[src/rtl/ctx_seq_pkg.sv]
// Shared definitions for the context sequencer: mode encodings and sequence counter limits.
// Imported by the instruction decoder and ctx_seq so both agree on one encoding.
package ctx_seq_pkg;

    typedef logic [1:0] mode_t;

    localparam mode_t MODE_IMEM = 2'd0;
    localparam mode_t MODE_CALL = 2'd1;
    localparam mode_t MODE_RET  = 2'd2;
    localparam mode_t MODE_RSVD = 2'd3;

    // Last sequence count of a CALL/RET; the sequence occupies sc = 0..SC_LAST.
    localparam logic [7:0] SC_LAST = 8'd16;

    // Register-transfer part of a sequence (one register per count).
    function automatic logic sc_in_body(input logic [7:0] sc);
        return sc < SC_LAST;
    endfunction

    function automatic logic is_seq_mode(input mode_t mode);
        return (mode == MODE_CALL) || (mode == MODE_RET);
    endfunction

endpackage

[src/rtl/ctx_seq.sv]
// Context sequencer: registers the decoder mode, runs sc, spills/restores r0..r15 on CALL/RET.
// Define CTX_SEQ_STACK_CHECK_EN to refuse stack overflow/underflow and raise a sticky err.
module ctx_seq
    import ctx_seq_pkg::*;
#(
    parameter int FRAMES = 8,
    parameter int DW     = 32,
    localparam int AW    = $clog2(FRAMES) + 4,
    localparam int SPW   = $clog2(FRAMES) + 1
) (
    input  logic           clk,
    input  logic           rst_n,
    input  logic [1:0]     state_mode_next,
    output logic [1:0]     state_mode,
    output logic [7:0]     sc,
    output logic           stall,
    output logic [3:0]     rf_raddr,
    input  logic [DW-1:0]  rf_rdata,
    output logic [3:0]     rf_waddr,
    output logic [DW-1:0]  rf_wdata,
    output logic           rf_we,
    output logic [AW-1:0]  stk_addr,
    output logic [DW-1:0]  stk_wdata,
    output logic           stk_we,
    input  logic [DW-1:0]  stk_rdata,
    output logic [SPW-1:0] sp,
    output logic           err
);

    localparam int FW = $clog2(FRAMES);

    mode_t          mode_q, mode_d;
    logic [7:0]     sc_q, sc_d;
    logic [SPW-1:0] sp_q, sp_d;

    logic req_call, req_ret;
    logic refuse_call, refuse_ret;

    assign req_call = (state_mode_next == MODE_CALL);
    assign req_ret  = (state_mode_next == MODE_RET);

`ifdef CTX_SEQ_STACK_CHECK_EN
    logic err_q;

    assign refuse_call = (sp_q == SPW'(FRAMES));
    assign refuse_ret  = (sp_q == '0);

    always_ff @(posedge clk) begin
        if (!rst_n) begin
            err_q <= 1'b0;
        end else if ((mode_q == MODE_IMEM) &&
                     ((req_call && refuse_call) || (req_ret && refuse_ret))) begin
            err_q <= 1'b1;
        end
    end

    assign err = err_q;
`else
    assign refuse_call = 1'b0;
    assign refuse_ret  = 1'b0;
    assign err         = 1'b0;
`endif

    always_comb begin
        mode_d = mode_q;
        sc_d   = sc_q;
        sp_d   = sp_q;
        case (mode_q)
            MODE_IMEM: begin
                sc_d = 8'd0;
                if (req_call && !refuse_call) begin
                    mode_d = MODE_CALL;
                end else if (req_ret && !refuse_ret) begin
                    mode_d = MODE_RET;
                end
            end
            MODE_CALL, MODE_RET: begin
                if (sc_q == SC_LAST) begin
                    // sp moves on the same edge that returns to IMEM
                    mode_d = MODE_IMEM;
                    sc_d   = 8'd0;
                    sp_d   = (mode_q == MODE_CALL) ? sp_q + SPW'(1) : sp_q - SPW'(1);
                end else begin
                    sc_d = sc_q + 8'd1;
                end
            end
            default: begin
                mode_d = MODE_IMEM;
                sc_d   = 8'd0;
            end
        endcase
    end

    always_ff @(posedge clk) begin
        if (!rst_n) begin
            mode_q <= MODE_IMEM;
            sc_q   <= 8'd0;
            sp_q   <= '0;
        end else begin
            mode_q <= mode_d;
            sc_q   <= sc_d;
            sp_q   <= sp_d;
        end
    end

    logic [FW-1:0] frame_push, frame_pop;

    assign frame_push = sp_q[FW-1:0];
    assign frame_pop  = sp_q[FW-1:0] - FW'(1);

    // All strobes decode registered mode/sc only, so they never glitch on input changes.
    always_comb begin
        rf_raddr  = 4'd0;
        rf_waddr  = 4'd0;
        rf_wdata  = '0;
        rf_we     = 1'b0;
        stk_addr  = '0;
        stk_wdata = '0;
        stk_we    = 1'b0;
        if (mode_q == MODE_CALL && sc_in_body(sc_q)) begin
            rf_raddr  = sc_q[3:0];
            stk_addr  = {frame_push, sc_q[3:0]};
            stk_wdata = rf_rdata;
            stk_we    = 1'b1;
        end else if (mode_q == MODE_RET) begin
            if (sc_in_body(sc_q)) begin
                stk_addr = {frame_pop, sc_q[3:0]};
            end
            // Read data trails the address by one count, so writes cover sc 1..16.
            if (sc_q != 8'd0) begin
                rf_we    = 1'b1;
                rf_waddr = sc_q[3:0] - 4'd1;
                rf_wdata = stk_rdata;
            end
        end
    end

    assign state_mode = mode_q;
    assign sc         = sc_q;
    assign sp         = sp_q;
    assign stall      = is_seq_mode(mode_q);

endmodule

[config.mk]
export PLATFORM = sky130hd
export DESIGN_NAME = ctx_seq
export DESIGN_NICKNAME = d
export VERILOG_FILES = /design/src/rtl/ctx_seq_pkg.sv /design/src/rtl/ctx_seq.sv
export SDC_FILE = /design/constraint.sdc
export NUM_CORES = 1
export LEC_CHECK = 0
export BUFFER_PORTS_ARGS = -buffer_cell sky130_fd_sc_hd__buf_2
export CAP_MARGIN = 20
export CORE_UTILIZATION = 34
export DETAILED_ROUTE_END_ITERATION = 12
export PLACE_DENSITY = 0.81
export SLEW_MARGIN = 20
export SYNTH_ARGS = -nofsm -noshare
export SYNTH_HDL_FRONTEND = slang
export SYNTH_SLANG_ARGS = --single-unit
[constraint.sdc]
create_clock -name clk -period 2.4 [get_ports clk]
set_clock_uncertainty 0.05 [all_clocks]
set_input_delay 0.48 -clock clk [delete_from_list [all_inputs] [get_ports clk]]
set_output_delay 0.48 -clock clk [all_outputs]
set_load 0.01 [all_outputs]
Yosys cells after proc, flatten, opt, wreduce, memory -nomap -nowiden
Index checks and enable logic that the tools add are counted.
- register bits: 14
- input port bits: 68
- output and inout bits: 97
- word-level logic and storage cells: 46
- add/sub/neg operators: 5
- $lt $le $gt $ge: 1
- equality and inequality tests: 7
- muxes and demuxes: 20
- bitwise gates (word level): 2
- reduce and logical (&&, ||, !) cells: 8
- operators with widths (kind ; count):
    $mux W32 ; 4
    $mux W7 ; 3
    $mux W4 ; 5
    $add A8 B1 Y8 const B ; 1
    $eq A8 B5 Y1 const B ; 1
    $lt A8 B5 Y1 const B ; 1
    $reduce_bool A8 Y1 ; 1
    $sub A4 B1 Y4 const B ; 2
    $mux W2 ; 3
    $add A4 B1 Y4 const B ; 1
    $eq A2 B1 Y1 const B ; 2
    $eq A2 B2 Y1 const B ; 2
    $mux W1 ; 4
    $pmux W2 S2 ; 1
    $reduce_and A2 Y1 ; 2
    $ne A3 B3 Y1 const B ; 1
    $reduce_or A3 Y1 ; 1
    $sub A3 B1 Y3 const B ; 1
    $logic_not A2 Y1 ; 1
    $ne A2 B2 Y1 const B ; 1
    $not A1 Y1 ; 2
    $reduce_or A2 Y1 ; 1
    $logic_and A1 B1 Y1 ; 1
    $logic_or A1 B1 Y1 ; 1

Logic depth before layout (Yosys ltp)
- depth after elaboration: 4
- depth in mapped cells: 9
- mapped depth without buffers: 8

Least setup slack after synthesis
No wires, ideal clock.
- kind: register to register
- start point: register mode_q[1] (netlist: state_mode[1])
- end point: register sp_q[3] (netlist: sp[3])
- setup time: 0.065 ns
- data arrival time: 2.040 ns
- data required time: 2.285 ns
- path slack: 0.245 ns
- cell stages (with the launch flop): 10
- buffers on the path: 1
- path through: dfxtp_1 -> inv_1 -> ha_1 -> clkbuf_1 -> inv_1 -> ha_1 -> a21o_1 -> a21oi_1 -> mux2_2 -> nand4b_1
- cells in the longest elaborated chain, start to end: 3
- elaborated cells on any way between the ends: 5
- those cells by class: 2 x eq/ne; 1 x mux; 2 x reduce/logical
- ends and longest elaborated chain (what ; RTL line ; RTL):
    start: declaration ; ctx_seq.sv:32 ; mode_t mode_q, mode_d;
    start signal: assignment ; ctx_seq.sv:100 ; mode_q <= mode_d;
    $eq A2 B1 Y1 / $eq A2 B2 Y1 (equally long branches) ; ctx_seq.sv:68, ctx_seq.sv:82 ;
    $reduce_or A2 Y1 ; ctx_seq.sv:68 ; case (mode_q)
    $reduce_and A2 Y1 (no source line) ; - ;
    end signal: assignment ; ctx_seq.sv:102 ; sp_q <= sp_d;
    end: declaration ; ctx_seq.sv:34 ; logic [SPW-1:0] sp_q, sp_d;
Parallel ways exist; a longest one is shown, timed or not.
A chain may end at the register's enable or synchronous reset.

Final worst setup path
- start point: register sc_q[6] (netlist: sc[6])
- end point: output port stk_addr[3]
- cells in the longest elaborated chain, start to end: 4
- elaborated cells on any way between the ends: 5
- those cells by class: 1 x order compare; 3 x mux; 1 x reduce/logical
- ends and longest elaborated chain (what ; RTL line ; RTL):
    start: declaration ; ctx_seq.sv:33 ; logic [7:0] sc_q, sc_d;
    start signal: assignment ; ctx_seq.sv:97 ; sc_q <= 8'd0;
    start signal: assignment ; ctx_seq.sv:101 ; sc_q <= sc_d;
    $lt A8 B5 Y1 (*) ; ctx_seq_pkg.sv:17 ; return sc < SC_LAST;
    $mux W7 ; ctx_seq.sv:126 ; if (sc_in_body(sc_q)) begin
    $mux W7 ; ctx_seq.sv:125 ; end else if (mode_q == MODE_RET) begin
    $mux W7 (*) ; ctx_seq.sv:120 ; if (mode_q == MODE_CALL && sc_in_body(sc_q)) begin
    end: declaration ; ctx_seq.sv:22 ; output logic [AW-1:0] stk_addr,
Every way passes the cells marked *; elsewhere a longest branch is shown, timed or not.

==> metrics.md <==
| Metric | Value |
|---|---|
| TritonCTS Sinks | `14` |
| Seq cells post-synth | `14` |
| First-pass GRT wire length | `7580 um` |
| Row cnt | `23` |
| Final WS setup | `0.109 ns` |
| CTS buffer count | `3` |
| # IOs | `165` |
| Via density | `4.84` |
| Wire per inst | `14.0 um` |
| CP dominant cell by count | `buf_4` |
| Top FF cell, synth | `dfxtp_1` |
| Hpwl dp | `4610 um` |
| Clock buffer depth | `2` |
| Crit path largest cell delay | `0.37 ns` |
| Post-synth ARST share | `0%` |
| Overall power | `834 uW` |
| Global placer's final weighted congestion | `0.814` |
| DRT Pass-1 Iters | `4` |
| Clock latency at the later pin of the worst-skew pair | `0.25 ns` |
| Synth-to-Final Area Change | `67.6%` |
| Post-synth EDFFs | `0` |
| CP arrival | `1.76 ns` |
| Initial antenna violation count | `0` |
| DRC viols | `0` |
| Largest net degree at the start of global routing | `33` |
| Synth Net Count | `276` |
| Die width | `67.1 um` |
| Fin. max-slew vios | `0` |
| Sequential area share after synthesis | `19.5%` |
| Clk slew on worst S/H paths | `0.06 ns` |
| Root Buffer | `clkbuf_8` |
| Synth Area in XOR/XNOR | `7.30%` |
| Hold WS | `0.479 ns` |
| Core Region | `0.00403 sq mm` |
| Fin cells | `409` |
| Synth Area in Compound Gates | `5.57%` |
| Max-cap violations | `0` |
| Placed cell count | `402` |
| ANT cells | `0` |
| Initial DRC count | `59` |
| Final setup viols | `0` |
| Multiplexer share of the synthesized area | `2.17%` |
| Setup CP Type | `register to output port` |
| ANT nets after route | `0` |
| Layout cells sized above 1 | `51.5%` |
| Synth Cell Area | `0.00144 sq mm` |
| Detailed Route WL | `5710 um` |
| Hold Buf Count CTS | `0` |
| Routed vias | `1978` |
| Starting Density | `35.7%` |
| Die H | `67.1 um` |
| CTS tree | `yes` |
| Ys Warns | `0` |
| H-tree Lvls | `1` |
| PD cells | `346 mW/mm^2` |
| Die area | `0.00450 sq mm` |
| Synth Instances | `198` |
| Final number of hold-violating endpoints | `0` |
| Remaining global-route overflow | `0` |
| CP max FO | `20` |
| Hold WC Path Type | `register to register` |
| Placed inst area | `0.00232 sq mm` |
| Leak Pwr | `1.71 nW` |
| Outcome | `finished clean` |
| Largest family of logic cells by synthesized area | `simple AND/OR/NAND/NOR gates` |
| Syn Area/Cell | `7.27 sq um` |
| CP required | `1.87 ns` |
| Synth Area in Simple Gates | `48.0%` |
| Final nets | `438` |
| Post-Synth Adder-Cell Area | `9.22%` |
| Min cycle time layout | `2.29 ns` |
| Setup crit end kind | `output port` |
| GRT Util Overall | `22.7%` |
| Setup WS pre-CTS | `0.181 ns` |
| Final core utilization | `59.8%` |
| Tcrit/Tclk final | `95.5%` |
| Critical path's slowest cell | `dfxtp_1` |
| Commonest non-fill, non-tap cells in the layout | `buf_2 (163), and3_1 (71), nor2_1 (19)` |
| Most common cell after layout, fill and taps aside | `buf_2` |
| Synth cell types | `35` |
| RSZ-0062 raised after global routing | `false` |
| Total negative slack | `0 ns` |
| Vias in the first global route | `1549` |
| Crit-path cells | `nor4_4 > buf_4 > buf_4 > o21a_1 > and2_1 > buf_2` |
| Critical Path Source Type | `register` |
| R2r setup slk | `0.27 ns` |
| Port Buffer Count | `163` |
| Post-Layout Inst Area | `0.00241 sq mm` |
| Max rail drop VDD | `0.197 mV` |
| Fmax | `437 MHz` |
-- synth_stat cells (all sizes together) (2+ instances only) --
| cell | count | area, sq um |
|---|---|---|
| a21boi | 2 | 15.0 |
| a21oi | 3 | 15.0 |
| and2 | 3 | 18.8 |
| and3 | 71 | 444 |
| buf | 3 | 17.5 |
| clkbuf | 16 | 60.1 |
| dfxtp | 14 | 280 |
| ha | 9 | 113 |
| inv | 10 | 37.5 |
| mux2i | 2 | 20.0 |
| nand2 | 4 | 15.0 |
| nand3 | 9 | 45.0 |
| nor2 | 19 | 71.3 |
| nor3 | 3 | 15.0 |
| nor3b | 2 | 15.0 |
| o21ai | 2 | 10.0 |
| o32ai | 2 | 25.0 |
| xnor2 | 5 | 43.8 |
| xor2 | 7 | 61.3 |
-- worst paths after layout --
path,start,end,depth (start not counted)
max,sc[6],stk_addr[3],6
min,state_mode[1],state_mode[1],2
max reg2reg,state_mode[1],sp[3],8
min reg2reg,state_mode[1],state_mode[1],2
-- critical path, delay by kind of cell, from the launching register on --
family | cells | cell delay [ns]
and+or+nand+nor | 2 | 0.48
buffers and inverters | 3 | 0.49
DFF | 1 | 0.37
AOI/OAI and AO/OA | 1 | 0.16
-- power breakdown --
| part | internal (mW) | leakage (nW) | switching, mW |
|---|---|---|---|
| clock | 0.146 | 0.0288 | 0.0943 |
| sequential | 0.240 | 0.113 | 0.00527 |
| combinational | 0.154 | 1.57 | 0.195 |
| total | 0.539 | 1.71 | 0.295 |
-- per-layer routing --
layer | GRT usage (%) | up-vias | routed length, um
met4 | 8.24 | 0 | 104
met2 | 41.0 | 79 | 2940
met3 | 5.31 | 11 | 412
li1 | - | 1009 | -
met5 | 0 | - | 0
met1 | 25.2 | 879 | 2250
-- flip-flops by register name, indices dropped and copies added (netlist names) --
register    flops
sc              8
sp              4
state_mode      2
-- repair_timing --
item	4_1_cts	5_1_grt
pin swaps	1	0
setup endpoints to repair	32	37
buffers inserted	3	0
gates resized for setup	0	3
-- cells by family after synthesis --
family | count (synthesis)
DFF | 14
other | 1
muxes | 3
adders and majority gates | 10
AOI/OAI and AO/OA | 11
buffers and inverters | 29
xor gates and xnor gates | 12
and+or+nand+nor | 118
-- area by class of cell --
cell class / count / area (sq um)
fill: 396 / 1620
multi-input combinational: 155 / 1060
timing repair buffer: 176 / 917
sequential: 14 / 280
tap: 50 / 62.6
clock buffer: 4 / 55.1
inverter: 10 / 37.5
Power figures use the tool's default switching activity.
